[config.mk]
export PLATFORM = sky130hd
export DESIGN_NAME = ps2_scancode_rx
export DESIGN_NICKNAME = d
export VERILOG_FILES = /design/src/rtl/ps2_scancode_rx_pkg.sv /design/src/rtl/ps2_scancode_rx_evt_fifo.sv /design/src/rtl/ps2_scancode_rx.sv
export SDC_FILE = /design/constraint.sdc
export NUM_CORES = 1
export LEC_CHECK = 0
export BUFFER_PORTS_ARGS = -buffer_cell sky130_fd_sc_hd__buf_2
export CAP_MARGIN = 25
export CORE_MARGIN = 3
export CORE_UTILIZATION = 55
export DETAILED_ROUTE_END_ITERATION = 10
export GPL_TIMING_DRIVEN = 1
export PLACE_DENSITY_LB_ADDON = 0.2
export REMOVE_ABC_BUFFERS = 1
export SKIP_LAST_GASP = 1
export SYNTH_ARGS = -nofsm -noshare
export SYNTH_HDL_FRONTEND = slang
export SYNTH_HIERARCHICAL = 1
export SYNTH_SLANG_ARGS = --single-unit
[constraint.sdc]
create_clock -name i_clk -period 8.1 [get_ports i_clk]
set_input_delay 1.215 -clock i_clk [delete_from_list [all_inputs] [get_ports i_clk]]
set_output_delay 1.215 -clock i_clk [all_outputs]
set_load 0.005 [all_outputs]
[src/rtl/ps2_scancode_rx_pkg.sv]
// ----------------------------------------------------------------------------
// ps2_scancode_rx_pkg
// Shared definitions for the PS/2 scancode receiver: frame FSM state encoding,
// scancode prefix bytes, event word layout and a small byte-class helper.
// Event word layout (EVT_W bits): {ext, rel, code[7:0]}.
// ----------------------------------------------------------------------------
package ps2_scancode_rx_pkg;

    typedef enum logic [1:0] {
        ST_IDLE   = 2'd0,
        ST_DATA   = 2'd1,
        ST_PARITY = 2'd2,
        ST_STOP   = 2'd3
    } ps2State_t;

    localparam logic [7:0] PS2_PFX_EXT = 8'hE0;
    localparam logic [7:0] PS2_PFX_REL = 8'hF0;
    localparam logic [7:0] PS2_PAUSE   = 8'hE1;

    localparam int EVT_W        = 10;
    localparam int EVT_CODE_LSB = 0;
    localparam int EVT_REL_BIT  = 8;
    localparam int EVT_EXT_BIT  = 9;

    // Bytes that carry no key event of their own and leave prefix flags alone
    function automatic logic isDroppedByte(input logic [7:0] b);
        return (b == PS2_PAUSE) || (b == 8'h00) || (b == 8'hFF);
    endfunction

endpackage

[src/rtl/ps2_scancode_rx_evt_fifo.sv]
// ----------------------------------------------------------------------------
// ps2_scancode_rx_evt_fifo
// Synchronous event FIFO, EVT_W bits x DEPTH entries (DEPTH power of 2, >=2).
// Ports:
//   i_clk, i_rst  clock and synchronous active-high reset
//   i_push/i_data write request and event word
//   i_pop         read request (ignored while empty)
//   o_data        head entry
//   o_full/o_empty status
// A push while full is accepted only if a pop happens in the same cycle.
// ----------------------------------------------------------------------------
module ps2_scancode_rx_evt_fifo
    import ps2_scancode_rx_pkg::*;
#(
    parameter int DEPTH = 4
) (
    input  logic             i_clk,
    input  logic             i_rst,
    input  logic             i_push,
    input  logic [EVT_W-1:0] i_data,
    input  logic             i_pop,
    output logic [EVT_W-1:0] o_data,
    output logic             o_full,
    output logic             o_empty
);

    localparam int AW = $clog2(DEPTH);
    localparam logic [AW:0]   FULL_CNT = DEPTH[AW:0];
    localparam logic [AW:0]   CNT_ONE  = 1;
    localparam logic [AW-1:0] PTR_ONE  = 1;

    logic [EVT_W-1:0] r_mem [DEPTH];
    logic [AW-1:0]    r_wrPtr;
    logic [AW-1:0]    r_rdPtr;
    logic [AW:0]      r_count;
    logic             w_doPush;
    logic             w_doPop;

    assign o_empty  = (r_count == '0);
    assign o_full   = (r_count == FULL_CNT);
    assign w_doPop  = i_pop & ~o_empty;
    assign w_doPush = i_push & (~o_full | w_doPop);
    assign o_data   = r_mem[r_rdPtr];

    // Storage needs no reset: the head is only meaningful while not empty
    always_ff @(posedge i_clk) begin
        if (w_doPush) begin
            r_mem[r_wrPtr] <= i_data;
        end
    end

    // Pointers wrap naturally because DEPTH is a power of two
    always_ff @(posedge i_clk) begin
        if (i_rst) begin
            r_wrPtr <= '0;
            r_rdPtr <= '0;
            r_count <= '0;
        end else begin
            if (w_doPush) begin
                r_wrPtr <= r_wrPtr + PTR_ONE;
            end
            if (w_doPop) begin
                r_rdPtr <= r_rdPtr + PTR_ONE;
            end
            case ({w_doPush, w_doPop})
                2'b10:   r_count <= r_count + CNT_ONE;
                2'b01:   r_count <= r_count - CNT_ONE;
                default: r_count <= r_count;
            endcase
        end
    end

endmodule

[src/rtl/ps2_scancode_rx.sv]
// ----------------------------------------------------------------------------
// ps2_scancode_rx
// PS/2 device-to-host frame receiver and scancode event decoder.
// Synchronizes kclk/kdat, deframes 11-bit frames on kclk falling edges, folds
// E0/F0 prefixes into ext/rel flags and queues {ext,rel,code} events.
// Ports:
//   i_clk, i_rst       system clock, synchronous active-high reset
//   i_kclk, i_kdat     asynchronous PS/2 clock and data
//   o_evt_code/rel/ext head event fields (zero while FIFO empty)
//   o_evt_vld, i_evt_rdy  valid/ready pop handshake
//   o_overrun          1-cycle pulse when an event is lost to a full FIFO
//   o_perr             1-cycle pulse on parity/stop error
// Build option: define PS2_PARITY_CHK_EN to check parity and stop bit and
// drive o_perr; otherwise every completed frame is accepted and o_perr is 0.
// ----------------------------------------------------------------------------
module ps2_scancode_rx
    import ps2_scancode_rx_pkg::*;
#(
    parameter int SYNC_STAGES = 2,
    parameter int TOUT_BITS   = 12,
    parameter int FIFO_DEPTH  = 4
) (
    input  logic       i_clk,
    input  logic       i_rst,
    input  logic       i_kclk,
    input  logic       i_kdat,
    output logic [7:0] o_evt_code,
    output logic       o_evt_rel,
    output logic       o_evt_ext,
    output logic       o_evt_vld,
    input  logic       i_evt_rdy,
    output logic       o_overrun,
    output logic       o_perr
);

    localparam logic [TOUT_BITS-1:0] TOUT_ONE = 1;

    logic [SYNC_STAGES-1:0] r_kclkSync;
    logic [SYNC_STAGES-1:0] r_kdatSync;
    logic                   r_kclkPrev;
    logic                   w_kclk;
    logic                   w_kdat;
    logic                   w_fall;

    ps2State_t              r_state;
    logic [2:0]             r_bitCnt;
    logic [7:0]             r_shift;
    logic [TOUT_BITS-1:0]   r_tout;
    logic                   r_frmVld;
    logic [7:0]             r_frmByte;
`ifdef PS2_PARITY_CHK_EN
    logic                   r_par;
    logic                   r_perr;
`endif

    logic                   r_ext;
    logic                   r_rel;
    logic                   r_overrun;
    logic                   w_isExt;
    logic                   w_isRel;
    logic                   w_push;
    logic [EVT_W-1:0]       w_pushData;
    logic [EVT_W-1:0]       w_head;
    logic                   w_full;
    logic                   w_empty;

    // Synchronizers preset high so reset never manufactures a kclk fall
    always_ff @(posedge i_clk) begin
        if (i_rst) begin
            r_kclkSync <= '1;
            r_kdatSync <= '1;
            r_kclkPrev <= 1'b1;
        end else begin
            r_kclkSync <= {r_kclkSync[SYNC_STAGES-2:0], i_kclk};
            r_kdatSync <= {r_kdatSync[SYNC_STAGES-2:0], i_kdat};
            r_kclkPrev <= w_kclk;
        end
    end

    assign w_kclk = r_kclkSync[SYNC_STAGES-1];
    assign w_kdat = r_kdatSync[SYNC_STAGES-1];
    assign w_fall = r_kclkPrev & ~w_kclk;

    // Frame FSM. Every kclk fall advances one bit; a stall long enough for
    // the timeout counter to saturate abandons a partial frame silently.
    // A completed good frame is presented for one cycle in r_frmByte.
    always_ff @(posedge i_clk) begin
        if (i_rst) begin
            r_state   <= ST_IDLE;
            r_bitCnt  <= 3'd0;
            r_shift   <= 8'h00;
            r_tout    <= '0;
            r_frmVld  <= 1'b0;
            r_frmByte <= 8'h00;
`ifdef PS2_PARITY_CHK_EN
            r_par     <= 1'b0;
            r_perr    <= 1'b0;
`endif
        end else begin
            r_frmVld <= 1'b0;
`ifdef PS2_PARITY_CHK_EN
            r_perr   <= 1'b0;
`endif
            if (w_fall) begin
                r_tout <= '0;
            end else if (r_tout != '1) begin
                r_tout <= r_tout + TOUT_ONE;
            end

            if (!w_fall && (r_state != ST_IDLE) && (r_tout == '1)) begin
                r_state <= ST_IDLE;
            end else if (w_fall) begin
                case (r_state)
                    ST_IDLE: begin
                        if (!w_kdat) begin
                            r_state  <= ST_DATA;
                            r_bitCnt <= 3'd0;
                        end
                    end
                    ST_DATA: begin
                        r_shift  <= {w_kdat, r_shift[7:1]};
                        r_bitCnt <= r_bitCnt + 3'd1;
                        if (r_bitCnt == 3'd7) begin
                            r_state <= ST_PARITY;
                        end
                    end
                    ST_PARITY: begin
`ifdef PS2_PARITY_CHK_EN
                        r_par   <= w_kdat;
`endif
                        r_state <= ST_STOP;
                    end
                    ST_STOP: begin
                        r_state <= ST_IDLE;
`ifdef PS2_PARITY_CHK_EN
                        if (w_kdat && (^{r_shift, r_par})) begin
                            r_frmVld  <= 1'b1;
                            r_frmByte <= r_shift;
                        end else begin
                            r_perr <= 1'b1;
                        end
`else
                        r_frmVld  <= 1'b1;
                        r_frmByte <= r_shift;
`endif
                    end
                    default: r_state <= ST_IDLE;
                endcase
            end
        end
    end

`ifdef PS2_PARITY_CHK_EN
    assign o_perr = r_perr;
`else
    assign o_perr = 1'b0;
`endif

    // Prefix classification of the byte just received
    always_comb begin
        w_isExt    = (r_frmByte == PS2_PFX_EXT);
        w_isRel    = (r_frmByte == PS2_PFX_REL);
        w_push     = r_frmVld & ~w_isExt & ~w_isRel & ~isDroppedByte(r_frmByte);
        w_pushData = '0;
        w_pushData[EVT_EXT_BIT]            = r_ext;
        w_pushData[EVT_REL_BIT]            = r_rel;
        w_pushData[EVT_CODE_LSB +: 8]      = r_frmByte;
    end

    // Prefix flags accumulate until a real scancode consumes them, even if
    // that scancode is then lost to a full FIFO.
    always_ff @(posedge i_clk) begin
        if (i_rst) begin
            r_ext     <= 1'b0;
            r_rel     <= 1'b0;
            r_overrun <= 1'b0;
        end else begin
            r_overrun <= w_push & w_full & ~i_evt_rdy;
            if (r_frmVld) begin
                if (w_isExt) begin
                    r_ext <= 1'b1;
                end else if (w_isRel) begin
                    r_rel <= 1'b1;
                end else if (w_push) begin
                    r_ext <= 1'b0;
                    r_rel <= 1'b0;
                end
            end
        end
    end

    assign o_overrun = r_overrun;

    ps2_scancode_rx_evt_fifo #(
        .DEPTH (FIFO_DEPTH)
    ) u_fifo (
        .i_clk   (i_clk),
        .i_rst   (i_rst),
        .i_push  (w_push),
        .i_data  (w_pushData),
        .i_pop   (i_evt_rdy),
        .o_data  (w_head),
        .o_full  (w_full),
        .o_empty (w_empty)
    );

    // Head fields read as zero while nothing is queued
    assign o_evt_vld  = ~w_empty;
    assign o_evt_code = w_head[EVT_CODE_LSB +: 8] & {8{~w_empty}};
    assign o_evt_rel  = w_head[EVT_REL_BIT] & ~w_empty;
    assign o_evt_ext  = w_head[EVT_EXT_BIT] & ~w_empty;

endmodule

==> results of run 1 <==
==> power breakdown <==
group / internal [µW] / switching (µW) / leakage (µW)
sequential: 477 / 1.86 / 0.000801
combinational: 4.28 / 7.91 / 0.000582
clock: 121 / 158 / 0.0000859
==> flip-flops by register name (all words and copies together), names as in the netlist, 2 cells and up, named ones only <==
signal	cells
r_bitCnt	3
r_frmByte	8
r_kdatSync	2
u_fifo/r_count	3
u_fifo/r_rdPtr	2
r_shift	8
r_state	2
u_fifo/r_mem	40
u_fifo/r_wrPtr	2
r_kclkSync	2
r_tout	12
==> layout by cell type (no fill, tap or decap), types with 5 or more instances in the layout <==
cell	instances
nand2b_1	5
inv_1	14
edfxtp_1	40
buf_2	16
nor2b_1	13
o21ai_0	5
ha_1	12
dfxtp_1	51
or2_2	6
nand2_1	21
clkbuf_8	10
nor3_1	10
mux2i_1	7
mux4_2	10
nor2_1	22
a21oi_1	21
xor2_1	6
nand3_1	20
==> routing by layer <==
metal,GRT usage [%],share of wire [%],vias to the layer above
met5,0,0,-
met4,8.80,1.6,0
met3,3.87,2.8,7
met2,25.9,45,40
met1,22.7,50,1077
li1,-,-,1181
==> per-stage QoR <==
stage               hold slack, ns  total power (µW)  util, %  worst slack (ns)  instance area, µm²
CTS                          0.431               779     62.9              4.85                4110
finish                       0.430               770     62.9              4.93                4110
global placement             0.394               501     60.2              5.19                3930
detailed placement           0.402               501     60.2              5.14                3930
global route                 0.439               797     62.9              4.75                4110
floorplan                    0.389               495        -              5.31                3740
==> cells by family (layout without fill, tap and decap cells) <==
family / count (synthesis) / count (layout) / synth area share, %
simple gates: 121 / 121 / 16.8
flops: 91 / 91 / 58.5
compound gates: 42 / 42 / 6.91
buf+inv: 28 / 48 / 2.96
mux: 18 / 18 / 8.17
fa+ha+maj: 13 / 13 / 4.48
xor+xnor: 9 / 9 / 2.07
other cells: 1 / 1 / 0.0987
==> worst paths after layout <==
path,from,endpoint,slack (ns),depth (start not counted)
hold / removal,r_kclkSync[0],r_kclkSync[1],0.43,1
hold reg to reg,r_kclkSync[0],r_kclkSync[1],0.43,1
setup reg to reg,r_frmByte[0],u_fifo/r_count[2],5.14,11
setup / recovery,register,o_evt_code[3],4.93,3
==> critical path, cell delays in order (launching register included) <==
cell	delay [ns]
dfxtp_1	0.75
mux4_2	0.59
nor2b_1	0.14
buf_2	0.12
==> layout make-up <==
class                   count  area, µm²  area share [%]
flip-flops and latches     91       2220            54.1
multi-input cells         204       1470            35.6
clock buffers              11        141            3.44
well taps                  77       96.3            2.34
repair buffers             18       95.1            2.31
inverters                  14       52.6            1.28
clock inverters             5       37.5           0.913
==> results.sh, run 1 <==
export IMPL_critical_path_max_fanout=10
export IMPL_clk_pin_slew_ns=0.09
export IMPL_drtIter0Drc=143
export IMPL_clockBufferDepth=2
export IMPL_track_usage_pct=17.0
export IMPL_worst_setup_path_end_kind="output pin"
export IMPL_cts_root_buf="clkbuf_8"
export IMPL_grt_pass1_wl_mm=10.2
export IMPL_yosysWarnings=6
export IMPL_first_global_vias=2151
export IMPL_leakagePower_uw=0.00147
export IMPL_n_antenna_cell=0
export IMPL_finalCritPeriodShare_pct=39.2
export IMPL_clock_sinks=91
export IMPL_htreeDepth=3
export IMPL_grt_max_degree=44
export IMPL_fin_crit_ns=3.17
export IMPL_fp_coreArea_um2=6530
export IMPL_hold_buffers=0
export IMPL_dp_hpwl_mm=3.97
export IMPL_n_fill_cell=511
export IMPL_synthArstFlopShare_pct=0
export IMPL_finalWeightedCongestion=0.719
export IMPL_fin_nets=356
export IMPL_clock_fmax_mhz=315
export IMPL_drive_gt1_share_pct=18.1
export IMPL_rsz0062_at_grt="false"
export IMPL_finalSetupViolCount=0
export IMPL_synth_most_common_cell="dfxtp_1"
export IMPL_startpoint_type="register"
export IMPL_yosysUniqueCellTypes=45
export IMPL_portBuffers=16
export IMPL_cts_setup_buffers=0
export IMPL_grt_overflow_total=0
export IMPL_synth_cells=323
export IMPL_cts_tree="yes"
export IMPL_netlist_top_cells_area="edfxtp_1, dfxtp_1, mux4_2"
export IMPL_vias_per_cell=5.49
export IMPL_synth_edf_count=40
export IMPL_final_setup_tns_ns=0
export IMPL_finalNonFillerCells=420
export IMPL_synth_ff_type="dfxtp_1"
export IMPL_worst_pin_slew_ns=0.707
export IMPL_status="complete, no violations"
export IMPL_slew_violations=0
export IMPL_slew_headroom_pct=52.9
export IMPL_fin_skew_ns=0.00836
export IMPL_antenna_found_initial=0
export IMPL_cts_made_buffers=9
export IMPL_routed_via_count=2305
export IMPL_path_class="register to output pin"
export IMPL_die_height_um=89.1
export IMPL_ant_nets=0
export IMPL_avgRoutedWirePerCell_um=14.3
export IMPL_die_x_um=89.1
export IMPL_synth_area_um2=3800
export IMPL_ir_drop_v=0.000130
export IMPL_placedCellCount=404
export IMPL_wl_mm=5.99
export IMPL_min_path_type="register to register"
export IMPL_initial_core_util_pct=58.2
export IMPL_cp_required_ns=6.88
export IMPL_synth_seq_cells=91
export IMPL_synth_top_cell_area_share_pct=31.6
export IMPL_power_density_nw_per_um2=187
export IMPL_placementRows=29
export IMPL_die_area_um2=7940
export IMPL_finalHoldViolCount=0
export IMPL_crit_arrival_ns=1.96
export IMPL_max_cap_violations=0
export IMPL_synthTopCellsByCount="dfxtp_1, edfxtp_1, nor2_1"
export IMPL_cts_resized=0
export IMPL_insertion_delay_ns=0.35
export IMPL_synth_top_area_cell="edfxtp_1"
export IMPL_synth_yosys_seq_area_share_pct=58.5
export IMPL_top_level_ports=18
export IMPL_synth_area_per_cell_um2=11.8
export IMPL_dr_pass1_iters=4
export IMPL_area_growth_syn_to_layout_pct=8.17
export IMPL_drcViolationCount=0
No activity file was read; power rests on OpenSTA's default activity.
==> run 2, diff against run 1 <==
--- a/config.mk
+++ b/config.mk
@@ -5,6 +5,7 @@
 export SDC_FILE = /design/constraint.sdc
 export NUM_CORES = 1
 export LEC_CHECK = 0
+export ABC_AREA = 1
 export BUFFER_PORTS_ARGS = -buffer_cell sky130_fd_sc_hd__buf_2
 export CAP_MARGIN = 25
 export CORE_MARGIN = 3
==> constraint.sdc (replaced) <==
create_clock -name i_clk -period 2.5 [get_ports i_clk]
set_input_delay 0.375 -clock i_clk [delete_from_list [all_inputs] [get_ports i_clk]]
set_output_delay 0.375 -clock i_clk [all_outputs]
set_load 0.005 [all_outputs]
==> run 2 against run 1 <==
  * Register-to-register slack worse by 4.9 ns
  * Area after synthesis is 3.9% higher
  * Critical path type is now register to register
  * Synthesized cell count is 37% higher
  * Sequential share of layout area is 3.0 points lower
  * Clock-buffer cell count stayed put
  * First-iteration DRC count is 6.3% lower
  * Clock power grew to 3.8 times the previous value
  * Combinational power grew to 21 times the previous value
  * Wire length is 16% higher
  * Largest power group unchanged
  * Global-route usage is 1.1 points higher
  * Sequential power grew to 3.3 times the previous value
  * Worst setup slack worse by 4.7 ns
==> results.sh, run 2 <==
export IMPL_fin_nets=479
export IMPL_grt_overflow_total=0
export IMPL_largest_register_ffs=40
export IMPL_synth_seq_cells=91
export IMPL_grt_pass1_wl_mm=11.9
export IMPL_regArea_um2=2220
export IMPL_max_stage_delay_ns=0.44
export IMPL_slowest_stage="dfxtp_1"
export IMPL_pwr_share_clk_pct=36.9
export IMPL_clock_fmax_mhz=446
export IMPL_netlist_top_cells_area="edfxtp_1, dfxtp_1, nand2_1"
export IMPL_hold_buffers=0
export IMPL_cp_required_ns=2.75
export IMPL_insertion_delay_ns=0.35
export IMPL_n_antenna_cell=0
export IMPL_finalHoldViolCount=0
export IMPL_slew_violations=0
export IMPL_synth_ff_type="dfxtp_1"
export IMPL_cts_root_buf="clkbuf_8"
export IMPL_track_usage_pct=18.1
export IMPL_htreeDepth=3
export IMPL_placed_area_um2=4130
export IMPL_finalSetupViolCount=0
export IMPL_largest_register="u_fifo/r_mem"
export IMPL_first_global_vias=2520
export IMPL_portBuffers=16
export IMPL_top_level_ports=18
export IMPL_cts_made_buffers=9
export IMPL_synthArstFlopShare_pct=0
export IMPL_fin_crit_ns=2.24
export IMPL_n_fill_cell=596
export IMPL_worst_path_most_repeated_cell="nand2_1"
export IMPL_cts_tree="yes"
export IMPL_finalCritPeriodShare_pct=89.6
export IMPL_fin_hold_ws_ns=0.202
export IMPL_p_switching_uw=669
export IMPL_synth_area_per_cell_um2=8.95
export IMPL_dr_pass1_iters=4
export IMPL_min_path_type="primary input to register"
export IMPL_routed_via_count=2791
export IMPL_synth_yosys_seq_area_share_pct=56.3
export IMPL_final_setup_worst_slack_ns=0.259
export IMPL_post_place_ws_ns=0.164
export IMPL_worst_setup_path_end_kind="register"
export IMPL_die_area_um2=8230
export IMPL_crit_arrival_ns=2.49
export IMPL_reg_top3="u_fifo/r_mem (40), r_tout (12)"
export IMPL_dp_hpwl_mm=4.67
export IMPL_synth_edf_count=40
export IMPL_area_growth_syn_to_layout_pct=10.3
export IMPL_leakagePower_uw=0.00172
export IMPL_yosysWarnings=6
export IMPL_clock_sinks=91
export IMPL_drive_gt1_share_pct=13.5
export IMPL_multiInputGateArea_um2=1440
export IMPL_finalWeightedCongestion=0.795
export IMPL_synth_top_area_cell="edfxtp_1"
export IMPL_drtIter0Drc=134
export IMPL_initial_core_util_pct=57.5
export IMPL_internal_power_uw=2230
export IMPL_placementRows=30
export IMPL_die_x_um=90.7
export IMPL_final_area_um2=4350
export IMPL_fin_skew_ns=0.00639
export IMPL_layout_commonest_cell="nand2_1"
export IMPL_synthTopCellsByCount="nand2_1, nor2_1, inv_1"
export IMPL_final_setup_tns_ns=0
export IMPL_ir_drop_v=0.000358
export IMPL_worst_pin_slew_ns=0.604
export IMPL_synth_top_cell_area_share_pct=30.4
export IMPL_mostFrequentLayoutCells="nand2_1, nor2_1, inv_1"
export IMPL_sw_frac_of_total_pct=23.1
export IMPL_clockBufferDepth=2
export IMPL_slew_headroom_pct=59.7
export IMPL_synth_cells=441
export IMPL_wl_mm=6.94
export IMPL_max_cap_violations=0
export IMPL_path_cells="nand2_1 > nor2_1 > inv_1 > nor2_1 > nor2_1 > nand2_1 > nor2_2 > nand2_2 > ha_1 > inv_1 > fa_1 > inv_1 > nand2_1 > nand3_1 > nand2_1 > nand2_1 > nor2_1"
export IMPL_yosysUniqueCellTypes=38
export IMPL_grt_max_degree=24
export IMPL_avgRoutedWirePerCell_um=12.3
export IMPL_vias_per_cell=4.97
export IMPL_antenna_found_initial=0
export IMPL_synth_area_um2=3950
export IMPL_power_density_nw_per_um2=667
export IMPL_clk_pin_slew_ns=0.08
export IMPL_die_height_um=90.7
export IMPL_path_class="register to register"
export IMPL_startpoint_type="register"
export IMPL_fp_coreArea_um2=6870
export IMPL_ant_nets=0
export IMPL_combPwrFrac_pct=8.8
export IMPL_status="complete, no violations"
export IMPL_r2r_slack_ns=0.26
export IMPL_drcViolationCount=0
export IMPL_synth_most_common_cell="nand2_1"
export IMPL_critical_path_max_fanout=8
export IMPL_seqPwrFrac_pct=54.3
==> run 2: worst paths after layout <==
path            startpoint                end  cells after the start
min                 i_kdat      r_kdatSync[0]                      2
min reg2reg  r_kdatSync[0]      r_kdatSync[1]                      1
max           r_frmByte[5]  u_fifo/r_count[2]                     17
max reg2reg   r_frmByte[5]  u_fifo/r_count[2]                     17
==> run 2: logic make-up (layout without fill, tap and decap cells) <==
family / Yosys count / after routing / synth area share [%]
AO/OA/AOI/OAI: 82 / 82 / 10.9
XOR/XNOR: 5 / 5 / 1.11
adder cells (fa/ha/maj): 13 / 13 / 4.31
buffers and inverters: 73 / 98 / 7.35
flip-flops: 91 / 91 / 56.3
other: 1 / 1 / 0.0950
AND/OR/NAND/NOR: 176 / 176 / 20.0
==> run 2: final cells by class <==
| type | instances | share of cell area [%] |
|---|---|---|
| well taps | 96 | 2.76 |
| clock buffers | 11 | 3.25 |
| flip-flops and latches | 91 | 51.1 |
| repair buffers | 21 | 2.70 |
| clock inverters | 5 | 1.78 |
| inverters | 61 | 5.32 |
| multi-input cells | 277 | 33.1 |
==> run 2: metrics by stage <==
step,instances,total power [µW],utilization [%]
6_report,562,2900,63.4
5_1_grt,562,3040,63.4
4_1_cts,562,2930,63.3
3_5_place_dp,546,1870,60.1
3_3_place_gp,546,1860,60.1
2_1_floorplan,429,1780,-
==> run 2: power groups by stage <==
stage	combinational, µW	clock [µW]	sequential [µW]
finish	257	1070	1580
global route	299	1160	1580
CTS	260	1090	1580
detailed placement	260	0	1610
global placement	253	0	1610
floorplan	168	0	1610
==> run 2: critical path: cells and delay by family, from the launching register on <==
kind / cells / cell delay, ns
buffers and inverters: 3 / 0.19
adder cells (fa/ha/maj): 2 / 0.55
flip-flops: 1 / 0.44
AND/OR/NAND/NOR: 12 / 0.96
==> run 2: timing repair <==
| action | 4_1_cts | 5_1_grt |
|---|---|---|
| resized for setup | 0 | 4 |
| buffers inserted | 0 | 0 |
| setup endpoints to repair | 0 | 2 |
==> run 2: routing by layer <==
metal	wire length, µm	vias up	part of all wire, %	global-route usage, %
li1	-	1467	-	-
met1	3330	1277	48	23.4
met2	3280	37	47	29.6
met3	225	10	3.2	3.67
met4	104	0	1.5	7.27
met5	0	-	0	0
